File: config.mk
export PLATFORM = sky130hd
export DESIGN_NAME = ma_filter_mc
export DESIGN_NICKNAME = d
export VERILOG_FILES = /design/src/rtl/ma_filter_mc.sv
export SDC_FILE = /design/constraint.sdc
export NUM_CORES = 1
export LEC_CHECK = 0
export CAP_MARGIN = 30
export CORE_UTILIZATION = 40
export CTS_CLUSTER_DIAMETER = 80
export DETAILED_ROUTE_END_ITERATION = 8
export GPL_TIMING_DRIVEN = 0
export PLACE_DENSITY_LB_ADDON = 0.15
export SLEW_MARGIN = 20
export SYNTH_ARGS = -nofsm -noshare
export SYNTH_HDL_FRONTEND = slang
export SYNTH_SLANG_ARGS = --single-unit
export TNS_END_PERCENT = 30
File: constraint.sdc
create_clock -name clk -period 17.8 [get_ports clk]
set_clock_uncertainty 0.05 [all_clocks]
set_input_delay 3.56 -clock clk [delete_from_list [all_inputs] [get_ports clk]]
set_output_delay 3.56 -clock clk [all_outputs]
set_load 0.01 [all_outputs]
File: src/rtl/ma_filter_mc.sv
// ma_filter_mc: multi-channel, time-multiplexed moving-average filter.
// Each accepted sample updates its own channel's history ring, write pointer,
// fill count and running sum in a single cycle; the result (average, or the raw
// sample during warm-up) lands in one output register with valid/ready.
// Optional feature macro: MA_FILTER_ROUND_EN (round-half-up average, clamped).
module ma_filter_mc #(
    parameter int WIDTH       = 8,
    parameter int DEPTH       = 5,
    parameter int CHANNELS    = 2,
    parameter int WARMUP_MODE = 0,
    localparam int CW         = (CHANNELS > 1) ? $clog2(CHANNELS) : 1
) (
    input  logic             clk,
    input  logic             rst,
    input  logic             clr,
    input  logic [WIDTH-1:0] in_data,
    input  logic [CW-1:0]    in_chan,
    input  logic             in_valid,
    output logic             in_ready,
    output logic [WIDTH-1:0] out_data,
    output logic [CW-1:0]    out_chan,
    output logic             out_valid,
    input  logic             out_ready
);

    localparam int SW = WIDTH + $clog2(DEPTH);
    localparam int PW = $clog2(DEPTH);
    localparam int FW = $clog2(DEPTH + 1);

    localparam logic [FW-1:0] FILL_FULL = FW'(DEPTH);
    localparam logic [PW-1:0] PTR_LAST  = PW'(DEPTH - 1);
    localparam logic [CW:0]   CH_LIM    = (CW + 1)'(CHANNELS);
    localparam logic [SW:0]   AVG_MAX   = {{(SW + 1 - WIDTH){1'b0}}, {WIDTH{1'b1}}};

    // Per-channel state
    logic [WIDTH-1:0] hist_q [CHANNELS][DEPTH];
    logic [WIDTH-1:0] hist_d [CHANNELS][DEPTH];
    logic [SW-1:0]    sum_q  [CHANNELS];
    logic [SW-1:0]    sum_d  [CHANNELS];
    logic [PW-1:0]    wptr_q [CHANNELS];
    logic [PW-1:0]    wptr_d [CHANNELS];
    logic [FW-1:0]    fill_q [CHANNELS];
    logic [FW-1:0]    fill_d [CHANNELS];

    // Output register
    logic [WIDTH-1:0] out_data_q,  out_data_d;
    logic [CW-1:0]    out_chan_q,  out_chan_d;
    logic             out_valid_q, out_valid_d;

    // Datapath intermediates
    logic             accept_s;
    logic             in_range_s;
    logic [CW-1:0]    ch_s;
    logic             full_s;
    logic [WIDTH-1:0] old_s;
    logic [SW-1:0]    sum_new_s;
    logic [FW-1:0]    fill_new_s;
    logic [WIDTH-1:0] avg_s;
`ifdef MA_FILTER_ROUND_EN
    logic [SW:0]      quo_s;
`endif

    // A new sample may enter only when the output slot frees up this cycle and no clear is in progress
    assign in_ready  = !clr && (!out_valid_q || out_ready);
    assign out_data  = out_data_q;
    assign out_chan  = out_chan_q;
    assign out_valid = out_valid_q;

    // Running-sum update and average for the channel addressed by the incoming sample
    always_comb begin
        accept_s   = in_valid && in_ready;
        in_range_s = ({1'b0, in_chan} < CH_LIM);
        ch_s       = in_range_s ? in_chan : '0;
        full_s     = (fill_q[ch_s] == FILL_FULL);
        old_s      = full_s ? hist_q[ch_s][wptr_q[ch_s]] : {WIDTH{1'b0}};
        sum_new_s  = sum_q[ch_s] + SW'(in_data) - SW'(old_s);
        fill_new_s = full_s ? FILL_FULL : (fill_q[ch_s] + {{(FW - 1){1'b0}}, 1'b1});
`ifdef MA_FILTER_ROUND_EN
        quo_s = ({1'b0, sum_new_s} + (SW + 1)'(DEPTH / 2)) / (SW + 1)'(DEPTH);
        if (quo_s > AVG_MAX) begin
            avg_s = {WIDTH{1'b1}};
        end else begin
            avg_s = WIDTH'(quo_s);
        end
`else
        avg_s = WIDTH'(sum_new_s / SW'(DEPTH));
`endif
    end

    // Next-state for channel state and the output register
    always_comb begin
        hist_d      = hist_q;
        sum_d       = sum_q;
        wptr_d      = wptr_q;
        fill_d      = fill_q;
        out_data_d  = out_data_q;
        out_chan_d  = out_chan_q;
        out_valid_d = out_valid_q;

        if (clr) begin
            for (int c = 0; c < CHANNELS; c++) begin
                for (int k = 0; k < DEPTH; k++) begin
                    hist_d[c][k] = {WIDTH{1'b0}};
                end
                sum_d[c]  = {SW{1'b0}};
                wptr_d[c] = {PW{1'b0}};
                fill_d[c] = {FW{1'b0}};
            end
        end else if (accept_s && in_range_s) begin
            hist_d[ch_s][wptr_q[ch_s]] = in_data;
            sum_d[ch_s]  = sum_new_s;
            wptr_d[ch_s] = (wptr_q[ch_s] == PTR_LAST) ? {PW{1'b0}}
                                                      : (wptr_q[ch_s] + {{(PW - 1){1'b0}}, 1'b1});
            fill_d[ch_s] = fill_new_s;
        end else begin
            // channel state holds
            hist_d = hist_q;
        end

        if (accept_s) begin
            // accept implies the previous output, if any, leaves this cycle
            if (in_range_s && ((fill_new_s == FILL_FULL) || (WARMUP_MODE == 0))) begin
                out_valid_d = 1'b1;
                out_data_d  = (fill_new_s == FILL_FULL) ? avg_s : in_data;
                out_chan_d  = in_chan;
            end else begin
                out_valid_d = 1'b0;
            end
        end else begin
            out_valid_d = out_valid_q && !out_ready;
        end
    end

    // State registers with synchronous reset that also drops any pending output
    always_ff @(posedge clk) begin
        if (rst) begin
            for (int c = 0; c < CHANNELS; c++) begin
                for (int k = 0; k < DEPTH; k++) begin
                    hist_q[c][k] <= {WIDTH{1'b0}};
                end
                sum_q[c]  <= {SW{1'b0}};
                wptr_q[c] <= {PW{1'b0}};
                fill_q[c] <= {FW{1'b0}};
            end
            out_data_q  <= {WIDTH{1'b0}};
            out_chan_q  <= {CW{1'b0}};
            out_valid_q <= 1'b0;
        end else begin
            hist_q      <= hist_d;
            sum_q       <= sum_d;
            wptr_q      <= wptr_d;
            fill_q      <= fill_d;
            out_data_q  <= out_data_d;
            out_chan_q  <= out_chan_d;
            out_valid_q <= out_valid_d;
        end
    end

endmodule

Word level (Yosys, flattened, before mapping)
Index checks and enable logic that the tools add are counted.
{ "totals": {"output_inout_bits": 11, "word_cells": 75, "in_bits": 14, "ff_bits": 124} }
{ "classes": {"n_reduce_logical": 10, "bitwise_logic": 2, "n_lt_le_gt_ge": 4, "mux": 32, "eq_ne": 3, "n_div": 1, "add_sub_neg": 4} }
{ "ops": {"columns": ["op", "n"], "rows": [
  ["$mux 40", 4],
  ["$bwmux 80", 1],
  ["$mux 11", 4],
  ["$demux 40 s1", 1],
  ["$mux 8", 5],
  ["$mux 3", 9],
  ["$bmux 8 s3", 1],
  ["$demux 8 s3", 1],
  ["$bwmux 22", 1],
  ["$bwmux 6", 2],
  ["$add 11x8->11", 1],
  ["$demux 11 s1", 1],
  ["$div 11x3->11 const B", 1],
  ["$sub 11x8->11", 1],
  ["$eq 3x3->1 const B", 3],
  ["$add 3x1->3 const B", 2],
  ["$logic_and 1x1->1", 5],
  ["$ge 4x4->1 const B", 1],
  ["$lt 4x1->1 const B", 1],
  ["$not 3->4", 1],
  ["$demux 3 s1", 1],
  ["$logic_not 1->1", 3],
  ["$ge 2x2->1 const B", 1],
  ["$lt 2x1->1 const B", 1],
  ["other kinds (4)", 4]
]} }

Logic depth before layout (Yosys ltp)
Gate-level depths: netlist of run 1.
{ "logic_depth": {"depth_word": 12, "mapped_depth": 35, "mapped_depth_nobuf": 32} }

Least setup slack after synthesis of run 1
No wires, ideal clock.
{ "synth_timing": {"path_kind": "input port to flip-flop", "from": "input port in_chan", "to": "register out_data_q[0], in the netlist out_data[0]", "t_arrival_ns": 9.963, "path_slack_ns": 7.707, "t_required_ns": 17.670, "n_path_buf": 3, "cell_stages": 31, "setup_ns": 0.080, "cell_sequence": "clkbuf_1 > mux2_2 > clkinv_1 > clkbuf_1 > a21oi_1 > a211oi_1 > a21oi_1 > a21oi_1 > nor2_1 > fa_1 > inv_1 > ha_1 > a21o_1 > a41oi_2 > a31o_2 > xor2_4 > nand3_2 > mux2i_1 > a2111oi_4 > buf_2 > o211ai_1 > a311o_1 > o2111a_2 > nor2_1 > xnor2_1 > ha_1 > inv_1 > a221oi_1 > nor3_1 > mux2_4 > a211oi_2"} }
{ "synth_via": {"elab_chain_len": 12, "elab_cells_between_ends": 26, "classes_between": "add/sub: 3; div: 1; eq/ne: 2; mux: 18; bitwise: 2"} }
{ "synth_lines": {"columns": ["item", "line_no", "rtl"], "rows": [
  ["from (decl)", "17", "input logic [CW-1:0] in_chan,"],
  ["$not 1->2 (not written as such) (*)", null, null],
  ["$mux 3 (not written as such) (3 in a row)", "75", "old_s = full_s ? hist_q[ch_s][wptr_q[ch_s]] : {WIDTH{1'b0}};"],
  ["$not 3->4 (not written as such)", "75", null],
  ["$bmux 8 s3", "75", null],
  ["$mux 8 (not written as such) (2 in a row)", "75", null],
  ["$mux 8", "75", null],
  ["$sub 11x8->11", "76", "sum_new_s = sum_q[ch_s] + SW'(in_data) - SW'(old_s);"],
  ["$div 11x3->11", "86", "avg_s = WIDTH'(sum_new_s / SW'(DEPTH));"],
  ["$mux 8 (*)", "124", "out_data_d = (fill_new_s == FILL_FULL) ? avg_s : in_data;"],
  ["to (signal assigned)", "145", "out_data_q <= {WIDTH{1'b0}};"],
  ["to (signal assigned)", "153", "out_data_q <= out_data_d;"],
  ["to (decl)", "46", "logic [WIDTH-1:0] out_data_q, out_data_d;"]
]} }
Every way passes the cells marked *; elsewhere a longest branch is shown, timed or not. The select of a mux whose other input is x is not followed.
A chain may end at the register's enable or synchronous reset.

Final worst setup path of run 1
Ends and elaborated chain as after synthesis.

==> impl_metrics.tcl, run 1 <==
set metrics [dict create \
    routedWlPerCell_um 17.9 \
    die_w_um 137 \
    first_global_vias 6190 \
    drt_iter0_markers 543 \
    pwr-share-seq_pct 31.3 \
    antenna_left 0 \
    p_clk_share_pct 37.2 \
    post_cts_buffers 0 \
    cellPowerDensity_nw_per_um2 108 \
    worstSetupEndpointType "flip-flop" \
    yosys_warnings 0 \
    fin_crit_ns 12.01 \
    num_vias 6809 \
    numPortBuffers 19 \
    grt_remaining_overflow 0 \
    root_buffer "clkbuf_16" \
    drc_errors 0 \
    seq_area_um2 2480 \
    cpMaxStageDelayCell "clkbuf_1" \
    fillers 1746 \
    grt_pass1_wl_um 34000 \
    cts_hold_buf 0 \
    synthTopCellsByArea "dfxtp_1 34%, a21oi_1 8.9%, nand2_1 8.6%, mux2i_1 8.4%, nor2_1 6.2%" \
    clock_latency_ns 0.43 \
    place_ws_ns 5.50 \
    critPathKind "primary input to flip-flop" \
    drtPass1Iterations 5 \
    cts_made_buffers 17 \
    synth_most_common_cell "nand2_1" \
    grt_max_degree 17 \
    hold_viol_final 0 \
    cap_violations 0 \
    clk_pin_slew_ns 0.06 \
    synth_edf_count 0 \
    rsz0062_at_grt "false" \
    slew_violations 0 \
    status "finished clean" \
    crit_path_max_incr_delay_ns 0.71 \
    design_area_um2 8330 \
    syn_area_um2 7270 \
    fin_crit_sh_pct 67.5 \
    fin_util_pct 47.5 \
    grt_antenna_before_repair 0 \
    via_per_inst 5.61 \
    net-switching-power_uw 305 \
    async_flop_share_pct 0 \
    wirelength_um 21700 \
    drive_gt1_share_pct 7.19 \
    fin_cells 1213 \
    yosysSeqAreaShare_pct 34.1 \
    htreeDepth 4 \
    ys_types 78 \
    place_area_um2 7770 \
    worst_pin_slew_ns 0.845 \
    internal_power_uw 599 \
    cts_sinks 124 \
    core_area_um2 17500 \
    setup_ws_ns 5.79 \
    ys_seq_elements 124 \
    cts_resized 0 \
    cts_tree "done" \
    syn_avg_cell_area_um2 7.77 \
    setup_violations 0 \
    cp_max_fo 10 \
    fin_nets 1013 \
    vdd_drop_max_uv 77.1 \
    synth_area_leader_cell "dfxtp_1" \
    synth_fp_nets 973 \
    cp_data_required_time_ns 18.11 \
    die_area_um2 18700 \
    synthTopCellsByCount "167 x nand2_1, 129 x a21oi_1, 124 x dfxtp_1, 120 x nor2_1, 61 x mux2i_1" \
    cts_buffer_depth 2 \
    clock.fmax_mhz 83.3 \
    tns_ns 0 \
    synth-main-ff-cell "dfxtp_1" \
    p_sw_share_pct 33.8 \
    place_inst 1182 \
    yosys.area.top_type_share_pct 34.1 \
    rows 48 \
    p_comb_share_pct 31.5 \
    grt_util_all_layers_pct 24.2 \
    start_util_pct 41.5 \
    p_leak_uw 0.00299 \
    multi_input_area_um2 4460 \
    dpl.hpwl_um 15700 \
    gp_congestion 0.873 \
    die_h_um 137 \
    area_growth_pct 14.6 \
    pin_count 25 \
    holdCritPathClass "flip-flop to flip-flop" \
    antenna_cells 0 \
    worst_setup_path_start_kind "primary input" \
    cp.arrival_ns 12.32 \
    max_slew_margin_pct 43.4 \
    synthCells 936 \
]
-- layer usage --
layer	vias up	GRT usage [%]	share of wire, %	routed length (µm)
met5	-	0	0	0
met4	0	7.45	1.8	381
met1	3247	34.4	49	10600
met3	29	4.48	5.1	1110
li1	3365	-	-	-
met2	168	36.9	44	9610
-- layout by cell type, fill, tap and decap left out, types with 16 or more instances in the layout --
master / count
nor2_1: 120
o21ai_0: 22
clkbuf_16: 17
inv_1: 25
mux2i_1: 61
a211oi_1: 16
clkdlybuf4s50_1: 19
a21oi_1: 129
clkbuf_1: 53
nand2_1: 167
dfxtp_1: 124
-- final cells by class --
class / count / area share (%)
Clock buffer: 23 / 5.62
Clock inverter: 8 / 1.11
Buffer: 60 / 2.90
Multi-Input combinational cell: 726 / 53.6
Timing Repair Buffer: 21 / 2.46
Sequential cell: 124 / 29.8
Inverter: 26 / 1.17
Tap cell: 225 / 3.38
-- state kept, by name (all words and copies together) (netlist names) --
name and flops:
wptr_q 6, out_chan 1, out_data 8, out_valid 1, fill_q 6, hist_q 80
sum_q 22
-- final timing paths --
path | from | to | slack, ns | depth (start not counted)
worst min-delay path | hist_q[46] | hist_q[46] | 0.40 | 2
worst min register to register | hist_q[46] | hist_q[46] | 0.40 | 2
worst max register to register | wptr_q[0] | out_data[0] | 9.66 | 32
worst max-delay path | in_chan | out_data[0] | 5.79 | 32
-- stage by stage --
step / power [µW] / hold WS, ns
2_1_floorplan: 503 / 0.383
3_3_place_gp: 570 / 0.391
3_5_place_dp: 567 / 0.396
4_1_cts: 902 / 0.403
5_1_grt: 946 / 0.421
6_report: 904 / 0.402
-- critical path: cells and delay by family --
kind / cells / cell delay, ns
buffers and inverters: 8 / 3.04
and+or+nand+nor: 9 / 2.05
xor gates and xnor gates: 1 / 0.21
adders and majority gates: 4 / 1.13
AOI/OAI and AO/OA: 9 / 2.04
muxes: 1 / 0.27
-- power by group through the flow --
stage / combinational (µW) / clock [µW] / sequential, µW
finish: 285 / 337 / 282
detailed placement: 279 / 0 / 288
floorplan: 215 / 0 / 289
global placement: 282 / 0 / 288
CTS: 280 / 339 / 282
global route: 311 / 352 / 283
-- cell families (layout without fill, tap and decap cells) --
family	after synthesis	in the layout	synth area share (%)
AO/OA/AOI/OAI	259	259	23.5
XOR/XNOR	20	20	2.67
adder cells (fa/ha/maj)	23	23	4.78
buffers and inverters	86	138	4.66
flip-flops	124	124	34.1
multiplexers	66	66	9.38
AND/OR/NAND/NOR	358	358	20.9
(Power assumes the default switching activity.)
==> run 2, diff against run 1 <==
==> constraint.sdc (replaced) <==
create_clock -name clk -period 12.43 [get_ports clk]
set_clock_uncertainty 0.05 [all_clocks]
set_input_delay 2.486 -clock clk [delete_from_list [all_inputs] [get_ports clk]]
set_output_delay 2.486 -clock clk [all_outputs]
set_load 0.01 [all_outputs]
==> results of run 2 <==
Same layout as run 1 (identical final DEF). Status: finished clean.
Main changes from that run: setup slack after placement 5.50 ns -> 1.20 ns; setup slack after layout 5.79 ns -> 1.49 ns; register-to-register setup slack 9.66 ns -> 4.29 ns; total power 904 µW -> 1290 µW; worst IR drop on VDD 77.1 µV -> 110 µV
